**config.mk**
```make
export PLATFORM = sky130hd
export DESIGN_NAME = l2_port_arbiter_flat
export DESIGN_NICKNAME = d
export VERILOG_FILES = /design/src/rtl/l2_arb_pkg.sv /design/src/rtl/l2_port_arbiter_if.sv /design/src/rtl/l2_arb_pick.sv /design/src/rtl/l2_port_arbiter.sv /design/src/flat_wrapper.sv
export SDC_FILE = /design/constraint.sdc
export NUM_CORES = 1
export LEC_CHECK = 0
export ABC_AREA = 0
export ABC_CLOCK_PERIOD_IN_PS = 3000
export CELL_PAD_IN_SITES_DETAIL_PLACEMENT = 2
export CELL_PAD_IN_SITES_GLOBAL_PLACEMENT = 2
export CORE_AREA = 2 2 335 337
export CTS_CLUSTER_DIAMETER = 40
export DETAILED_ROUTE_END_ITERATION = 8
export DIE_AREA = 0 0 337 339
export HOLD_SLACK_MARGIN = 0.12
export PLACE_DENSITY_LB_ADDON = 0.1
export RECOVER_POWER = 50
export SLEW_MARGIN = 20
export SYNTH_ARGS = -nofsm -noshare
export SYNTH_HDL_FRONTEND = slang
export SYNTH_SLANG_ARGS = --single-unit
```
**constraint.sdc**
```tcl
create_clock -name clk -period 3 [get_ports clk]
set_input_delay 0.75 -clock clk [delete_from_list [all_inputs] [get_ports clk]]
set_output_delay 0.75 -clock clk [all_outputs]
set_load 0.01 [all_outputs]
```
**src/rtl/l2_arb_pkg.sv**
```systemverilog
// Shared types and widths for the L2 port arbiter.
// Optional build macro used elsewhere: ARB_ROUND_ROBIN_EN.
package l2_arb_pkg;

    localparam int ADDR_W = 28;
    localparam int DATA_W = 128;

    typedef enum logic [1:0] {
        IDLE = 2'd0,
        BUSY = 2'd1,
        DONE = 2'd2
    } arb_state_t;

    typedef enum logic {
        OWN_I = 1'b0,
        OWN_D = 1'b1
    } owner_t;

endpackage

```
**src/rtl/l2_port_arbiter_if.sv**
```systemverilog
// I-side, D-side and L2-side memory port signals for the L2 port arbiter.
// slave is the arbiter's view; master is the view of the caches plus L2.
interface l2_port_arbiter_if;
    import l2_arb_pkg::*;

    logic              i_read;
    logic              i_write;
    logic [ADDR_W-1:0] i_addr;
    logic [DATA_W-1:0] i_wdata;
    logic [DATA_W-1:0] i_rdata;
    logic              i_ready;

    logic              d_read;
    logic              d_write;
    logic [ADDR_W-1:0] d_addr;
    logic [DATA_W-1:0] d_wdata;
    logic [DATA_W-1:0] d_rdata;
    logic              d_ready;

    logic              mem_read;
    logic              mem_write;
    logic [ADDR_W-1:0] mem_addr;
    logic [DATA_W-1:0] mem_wdata;
    logic [DATA_W-1:0] mem_rdata;
    logic              mem_ready;

    modport slave (
        input  i_read, i_write, i_addr, i_wdata,
        output i_rdata, i_ready,
        input  d_read, d_write, d_addr, d_wdata,
        output d_rdata, d_ready,
        output mem_read, mem_write, mem_addr, mem_wdata,
        input  mem_rdata, mem_ready
    );

    modport master (
        output i_read, i_write, i_addr, i_wdata,
        input  i_rdata, i_ready,
        output d_read, d_write, d_addr, d_wdata,
        input  d_rdata, d_ready,
        input  mem_read, mem_write, mem_addr, mem_wdata,
        output mem_rdata, mem_ready
    );

endinterface

```
**src/rtl/l2_arb_pick.sv**
```systemverilog
// Combinational grant select between I-side and D-side requests.
// ARB_ROUND_ROBIN_EN: alternate on collisions using rr_last; otherwise D-side always wins.
module l2_arb_pick
    import l2_arb_pkg::*;
(
`ifdef ARB_ROUND_ROBIN_EN
    input  owner_t rr_last,
`endif
    input  logic   i_req,
    input  logic   d_req,
    output owner_t gnt_owner,
    output logic   gnt_valid
);

    always_comb begin
        gnt_valid = i_req | d_req;
        gnt_owner = d_req ? OWN_D : OWN_I;
`ifdef ARB_ROUND_ROBIN_EN
        if (i_req && d_req) begin
            gnt_owner = (rr_last == OWN_D) ? OWN_I : OWN_D;
        end
`endif
    end

endmodule

```
**src/rtl/l2_port_arbiter.sv**
```systemverilog
// Shares one L2 block port between the I-cache and D-cache, one whole transaction at a time.
// Build macro ARB_ROUND_ROBIN_EN selects round-robin instead of fixed D-over-I priority.
module l2_port_arbiter
    import l2_arb_pkg::*;
(
    input logic             clk,
    input logic             proc_reset_n,
    l2_port_arbiter_if.slave bus
);

    arb_state_t        state;
    arb_state_t        state_nxt;
    owner_t            owner;
    owner_t            gnt_owner;
    logic              gnt_valid;
    logic              grant;
    logic              complete;
    logic              mem_read_q;
    logic              mem_write_q;
    logic [ADDR_W-1:0] mem_addr_q;
    logic [DATA_W-1:0] mem_wdata_q;
`ifdef ARB_ROUND_ROBIN_EN
    owner_t            rr_last;
`endif

    l2_arb_pick u_pick (
`ifdef ARB_ROUND_ROBIN_EN
        .rr_last   (rr_last),
`endif
        .i_req     (bus.i_read | bus.i_write),
        .d_req     (bus.d_read | bus.d_write),
        .gnt_owner (gnt_owner),
        .gnt_valid (gnt_valid)
    );

    always_ff @(posedge clk) begin
        if (!proc_reset_n) begin
            state <= IDLE;
        end else begin
            state <= state_nxt;
        end
    end

    always_comb begin
        state_nxt    = state;
        grant        = 1'b0;
        complete     = 1'b0;
        bus.i_ready  = 1'b0;
        bus.d_ready  = 1'b0;
        bus.i_rdata  = '0;
        bus.d_rdata  = '0;
        case (state)
            IDLE: begin
                if (gnt_valid) begin
                    grant     = 1'b1;
                    state_nxt = BUSY;
                end
            end
            BUSY: begin
                if (bus.mem_ready) begin
                    complete  = 1'b1;
                    state_nxt = DONE;
                    if (owner == OWN_D) begin
                        bus.d_ready = 1'b1;
                        bus.d_rdata = bus.mem_rdata;
                    end else begin
                        bus.i_ready = 1'b1;
                        bus.i_rdata = bus.mem_rdata;
                    end
                end
            end
            DONE:    state_nxt = IDLE;
            default: state_nxt = IDLE;
        endcase
    end

    // Write wins over read when one side raises both; the read is simply dropped.
    always_ff @(posedge clk) begin
        if (!proc_reset_n) begin
            owner       <= OWN_D;
            mem_read_q  <= 1'b0;
            mem_write_q <= 1'b0;
            mem_addr_q  <= '0;
            mem_wdata_q <= '0;
        end else if (grant) begin
            owner <= gnt_owner;
            if (gnt_owner == OWN_D) begin
                mem_write_q <= bus.d_write;
                mem_read_q  <= bus.d_read & ~bus.d_write;
                mem_addr_q  <= bus.d_addr;
                mem_wdata_q <= bus.d_wdata;
            end else begin
                mem_write_q <= bus.i_write;
                mem_read_q  <= bus.i_read & ~bus.i_write;
                mem_addr_q  <= bus.i_addr;
                mem_wdata_q <= bus.i_wdata;
            end
        end else if (complete) begin
            mem_read_q  <= 1'b0;
            mem_write_q <= 1'b0;
            mem_addr_q  <= '0;
            mem_wdata_q <= '0;
        end
    end

`ifdef ARB_ROUND_ROBIN_EN
    always_ff @(posedge clk) begin
        if (!proc_reset_n) begin
            rr_last <= OWN_D;
        end else if (grant) begin
            rr_last <= gnt_owner;
        end
    end
`endif

    assign bus.mem_read  = mem_read_q;
    assign bus.mem_write = mem_write_q;
    assign bus.mem_addr  = mem_addr_q;
    assign bus.mem_wdata = mem_wdata_q;

endmodule
```
**src/flat_wrapper.sv**
```systemverilog
// flat-port wrapper written by rule: the top's interface ports become plain ports
module l2_port_arbiter_flat import l2_arb_pkg::*;
  (clk, proc_reset_n, bus_i_read, bus_i_write, bus_i_addr, bus_i_wdata, bus_i_rdata, bus_i_ready, bus_d_read, bus_d_write, bus_d_addr, bus_d_wdata, bus_d_rdata, bus_d_ready, bus_mem_read, bus_mem_write, bus_mem_addr, bus_mem_wdata, bus_mem_rdata, bus_mem_ready);
  l2_port_arbiter_if bus_i ();
  input logic clk;
  input logic proc_reset_n;
  input wire logic [$bits(bus_i.i_read)-1:0] bus_i_read;
  input wire logic [$bits(bus_i.i_write)-1:0] bus_i_write;
  input wire logic [$bits(bus_i.i_addr)-1:0] bus_i_addr;
  input wire logic [$bits(bus_i.i_wdata)-1:0] bus_i_wdata;
  output wire logic [$bits(bus_i.i_rdata)-1:0] bus_i_rdata;
  output wire logic [$bits(bus_i.i_ready)-1:0] bus_i_ready;
  input wire logic [$bits(bus_i.d_read)-1:0] bus_d_read;
  input wire logic [$bits(bus_i.d_write)-1:0] bus_d_write;
  input wire logic [$bits(bus_i.d_addr)-1:0] bus_d_addr;
  input wire logic [$bits(bus_i.d_wdata)-1:0] bus_d_wdata;
  output wire logic [$bits(bus_i.d_rdata)-1:0] bus_d_rdata;
  output wire logic [$bits(bus_i.d_ready)-1:0] bus_d_ready;
  output wire logic [$bits(bus_i.mem_read)-1:0] bus_mem_read;
  output wire logic [$bits(bus_i.mem_write)-1:0] bus_mem_write;
  output wire logic [$bits(bus_i.mem_addr)-1:0] bus_mem_addr;
  output wire logic [$bits(bus_i.mem_wdata)-1:0] bus_mem_wdata;
  input wire logic [$bits(bus_i.mem_rdata)-1:0] bus_mem_rdata;
  input wire logic [$bits(bus_i.mem_ready)-1:0] bus_mem_ready;
  assign bus_i.i_read = bus_i_read;
  assign bus_i.i_write = bus_i_write;
  assign bus_i.i_addr = bus_i_addr;
  assign bus_i.i_wdata = bus_i_wdata;
  assign bus_i_rdata = bus_i.i_rdata;
  assign bus_i_ready = bus_i.i_ready;
  assign bus_i.d_read = bus_d_read;
  assign bus_i.d_write = bus_d_write;
  assign bus_i.d_addr = bus_d_addr;
  assign bus_i.d_wdata = bus_d_wdata;
  assign bus_d_rdata = bus_i.d_rdata;
  assign bus_d_ready = bus_i.d_ready;
  assign bus_mem_read = bus_i.mem_read;
  assign bus_mem_write = bus_i.mem_write;
  assign bus_mem_addr = bus_i.mem_addr;
  assign bus_mem_wdata = bus_i.mem_wdata;
  assign bus_i.mem_rdata = bus_mem_rdata;
  assign bus_i.mem_ready = bus_mem_ready;
  l2_port_arbiter u_core (.clk(clk), .proc_reset_n(proc_reset_n), .bus(bus_i));
endmodule
```
---- Yosys cells after proc, flatten, opt, wreduce, memory -nomap -nowiden ----
Cells that the tools add are included.
word-level totals
  memories ................................ 0
  bits in latches ......................... 0
  word-level logic and storage cells ...... 50
  RAM bits ................................ 0
  input port bits ......................... 447
  bits in registers ....................... 161
  output and inout port bits .............. 416
  bits in read-only memories .............. 0
cells by class
  div/mod/pow operators ................... 0
  add/subtract/negate cells ............... 0
  shifts and indexed selects .............. 0
  muxes and demuxes ....................... 31
  bitwise gates (word level) .............. 7
  multipliers ............................. 0
  equal/unequal tests ..................... 3
  $lt $le $gt $ge ......................... 0
  reduce and logical (&&, ||, !) cells .... 3
operators with widths
  kind                                                              count
  128-bit two-way mux                                               9
  28-bit two-way mux                                                3
  1-bit two-way mux                                                 16
  2-bit two-way mux                                                 2
  2-bit one-hot mux with 2 select lines                             1
  1-bit OR                                                          3
  1-bit bitwise AND                                                 2
  2-bit by 1-bit == test with 1-bit output (second input constant)  1
  2-bit logical NOT                                                 1
  2-bit by 1-bit != test with 1-bit output (second input constant)  1
  2-bit != test (second input constant)                             1
  1-bit NOT                                                         2
  2-bit AND reduction                                               1
  2-bit nonzero test                                                1

---- Depth between registers and ports, before layout ----
  word-level depth ........................ 5
  gate-level depth with buffers ........... 7
  mapped depth without buffers ............ 3

---- Hierarchy ----
Synthesis repeated with hierarchy kept, for this count alone.
second synthesis, totals
  cell total of the unflattened synthesis .. 835
  area total of the unflattened synthesis .. 8538.2 µm²
modules (own cells, without submodules)
  module           area an instance (µm²)  instances  cells an instance  sequential area each (µm²)
  l2_port_arbiter  8524.4                  1          833                3223.1
  l2_arb_pick      13.8                    1          2                  0.0

---- Worst setup path after synthesis ----
Ideal clock, no wire load.
  path type ............................... input port to output port
  start point ............................. in bus_mem_ready
  end point ............................... out bus_i_rdata[100]
  stages on the path ...................... 5
  data required time ...................... 2250 ps
  arrival time ............................ 1722 ps
  buffers on the path ..................... 2
  slack ................................... 528 ps
  path through ............................ nand3b_1 nor2_1 clkbuf_1 clkbuf_1 and2_1
between the ends
  longest elaborated chain between the ends .. 2
ends and longest elaborated chain
  item                 line                   text
  start, declared      flat_wrapper.sv:24     input wire logic [$bits(bus_i.mem_ready)-1:0] bus_mem_ready;
  128-bit two-way mux  l2_port_arbiter.sv:60  if (bus.mem_ready) begin
  128-bit two-way mux  l2_port_arbiter.sv:52  case (state)
  end, declared        flat_wrapper.sv:11     output wire logic [$bits(bus_i.i_rdata)-1:0] bus_i_rdata;
No other way between the ends.

---- Worst setup path after layout ----
  start point ............................. in bus_mem_ready
  end point ............................... out bus_d_rdata[3]
between the ends
  longest elaborated chain between the ends .. 2
ends and longest elaborated chain
  item                 line                   text
  128-bit two-way mux  l2_port_arbiter.sv:60
  128-bit two-way mux  l2_port_arbiter.sv:52
  end, declared        flat_wrapper.sv:17     output wire logic [$bits(bus_i.d_rdata)-1:0] bus_d_rdata;
No other way between the ends.

==> impl_metrics.csv <==
group,metric,value,unit
timing,setup_viol,0,
global_route,grt_first_pass_wirelength,148000,um
place,dp_hpwl,85500,um
routing,wl_per_cell,29.8,um
clocking,root_buffer,"clkbuf_16",
timing,max_freq,338,MHz
global_route,antenna_found_initial,38,
worst_setup_path,critPathKind,"primary input to output port",
routing,wl,111000,um
synthesis,synth_area_per_cell,8.51,sq um
clocking,hold_buffers,0,
final_layout,layout.nets,2671,
synthesis,yosysSeqAreaShare,26.4,%
timing,hold_violations,0,
timing,fin_crit,2960,ps
synthesis,synth-edff-count,0,
synthesis,synthFlopType,"dfxtp_1",
floorplanning,die_area,114000,sq um
power,p_per_area,332,nW/um^2
floorplanning,coreArea,110000,sq um
place,dp.cells,3666,
synthesis,synth_area,12200,sq um
power,p_leak,10.0,nW
timing,timing.hold.ws,501,ps
clocking,clk_latency,500,ps
power,power,0.00791,W
final_layout,final_cell_count_no_fill,3734,
floorplanning,num_rows,122,
worst_setup_path,arrival,2210,ps
routing,drt-initial-drc-count,584,
floorplanning,dieWidth,337,um
routing,drc,0,
floorplanning,dieHeight,339,um
clocking,tritoncts,"done",
routing,ant_nets,0,
synthesis,syn_nets,1881,
timing,finalCritPeriodShare,98.5,%
global_route,grt_overflow,0,
synthesis,synth.area.top_cells,"dfxtp_1 (26%), a211o_1 (11%), o211ai_1 (9.7%), a21boi_2 (9.2%), or3b_1 (7.9%)",
clocking,h-tree-depth,4,
outcome,status,"finished, final reports clean",
timing,slew_violations,0,
final_layout,fin_area,23900,sq um
global_route,grt_pass1_vias,16400,
synthesis,yosysWarningCount,0,
timing,max_slew.worst_pin.slew,985,ps
final_layout,final_util,21.6,%
clocking,numCtsBuffers,17,
routing,routed_via_density,4.10,
timing,rsz0062_at_grt,"true",
floorplanning,ios,863,
timing,clock-skew-final,13.0,ps
synthesis,yosys.area.top_type,"dfxtp_1",
synthesis,postSynth.asyncResetShare,0,%
global_route,grt_max_degree,133,
clocking,clockBufferDepth,2,
floorplanning,start_util,11.1,%
global_route,grtUsageTotal,18.6,%
worst_setup_path,worst-path-max-fanout,16,
clocking,cts.sinks,161,
place,numPortBuffers,862,
place,place_congestion,0.890,
clocking,clk_pin_slew,80,ps
synthesis,ys_ff_latch,161,
routing,dr.pass1.iters,4,
power,ir_drop,0.374,mV
final_layout,syn_to_final_growth,95.6,%
flow_run,cap_violations,0,
synthesis,synth_cells,1434,
routing,vias,15300,
timing,relSlewSlack,33.7,%
worst_hold_path,hold_path.class,"register to register",
final_layout,drive_gt1_share,16.5,%
synthesis,yosysTopAreaCellShare,26.4,%
worst_setup_path,cp.required,2250,ps
worst_setup_path,critPathLaunchType,"primary input",
place,place_area,23200,sq um
synthesis,synthDistinctLibCells,28,
worst_setup_path,cp-end-kind,"output port",
[sequential cells by signal, indices dropped and copies added, names as in the netlist]
| name | count |
|---|---|
| u_core.bus.mem_wdata | 128 |
| u_core.owner | 1 |
| u_core.bus.mem_read | 1 |
| u_core.bus.mem_addr | 28 |
| u_core.state | 2 |
| u_core.bus.mem_write | 1 |
[final timing paths]
path | cells past startpoint | from | slack, ps | endpoint
worst max-delay path | 6 | bus_mem_ready | 40 | bus_d_rdata[3]
worst min-delay path | 2 | u_core.bus.mem_wdata[72]$_SDFFE_PN0P_ | 500 | u_core.bus.mem_wdata[72]$_SDFFE_PN0P_
worst max register to register | 16 | u_core.state[1]$_SDFFE_PN0P_ | 120 | u_core.bus.mem_addr[4]$_SDFFE_PN0P_
worst min register to register | 2 | u_core.bus.mem_wdata[72]$_SDFFE_PN0P_ | 500 | u_core.bus.mem_wdata[72]$_SDFFE_PN0P_
[layer usage]
layer	wire length, um	track usage [%]	vias up
li1	-	-	7003
met1	46700	22.6	7747
met2	57300	34.0	435
met3	5850	4.18	87
met4	1110	2.27	20
met5	131	0	-
[timing repair]
item,4_1_cts,5_1_grt
setup endpoints to repair,255,193
cloned,7,3
pin swaps,3,3
setup buffers,15,2
gates resized for setup,378,45
[where the power goes]
group | switching (W) | leakage (nW) | total, W | internal, W
Sequential | 0.000106 | 1.33 | 0.00243 | 0.00233
Combinational | 0.00151 | 8.41 | 0.00308 | 0.00157
Clock | 0.00123 | 0.281 | 0.00240 | 0.00117
[cells in the final DEF, fill, tap and decap left out, types with 52 or more instances in the layout]
master / instances
buf_12: 59
clkdlybuf4s50_1: 445
a21boi_1: 52
a211o_1: 156
o21ai_0: 158
dlygate4sd2_1: 179
or3b_1: 110
a21boi_2: 100
o211ai_1: 158
dlygate4sd3_1: 158
and3_1: 127
dfxtp_1: 158
and2_1: 130
buf_4: 64
[cell type report]
| cell class | count | area [sq um] |
|---|---|---|
| Antenna cell | 9 | 22.5 |
| Clock buffer | 18 | 429 |
| Clock inverter | 14 | 149 |
| Fill cell | 12500 | 86500 |
| Multi-Input combinational cell | 1057 | 7980 |
| Sequential cell | 161 | 3230 |
| Tap cell | 1488 | 1860 |
| Timing Repair Buffer | 987 | 10200 |
[per-stage QoR]
| stage | setup TNS [ps] | setup WS (ps) |
|---|---|---|
| after detailed placement | -112890 | -627 |
| final | 0 | 43.6 |
| after global routing | -15.3 | -7.80 |
| after floorplan | 0 | 528 |
| after global placement | -121800 | -664 |
| after CTS | -78.3 | -78.3 |
[critical path: stages]
cell and delay [ps]:
clkdlybuf4s15_2 220, and3b_2 250, buf_4 150, buf_12 140, and3_1 160, clkdlybuf4s50_1 530
[kinds of logic after synthesis]
family          share of synthesized area [%]
buf+inv                                  8.21
compound gates                           40.3
simple gates                             25.1
flops                                    26.4
[Yosys cell counts, types with 29 or more instances]
| master | number |
|---|---|
| clkbuf_1 | 165 |
| dfxtp_1 | 161 |
| o211ai_1 | 158 |
| o21ai_0 | 158 |
| a211o_1 | 156 |
| and2_1 | 130 |
| and3_1 | 129 |
| or3b_1 | 110 |
| a21boi_2 | 100 |
| a21boi_1 | 56 |
| or3b_2 | 46 |
| buf_2 | 29 |
Note: power is estimated with default switching activity, not from simulation.
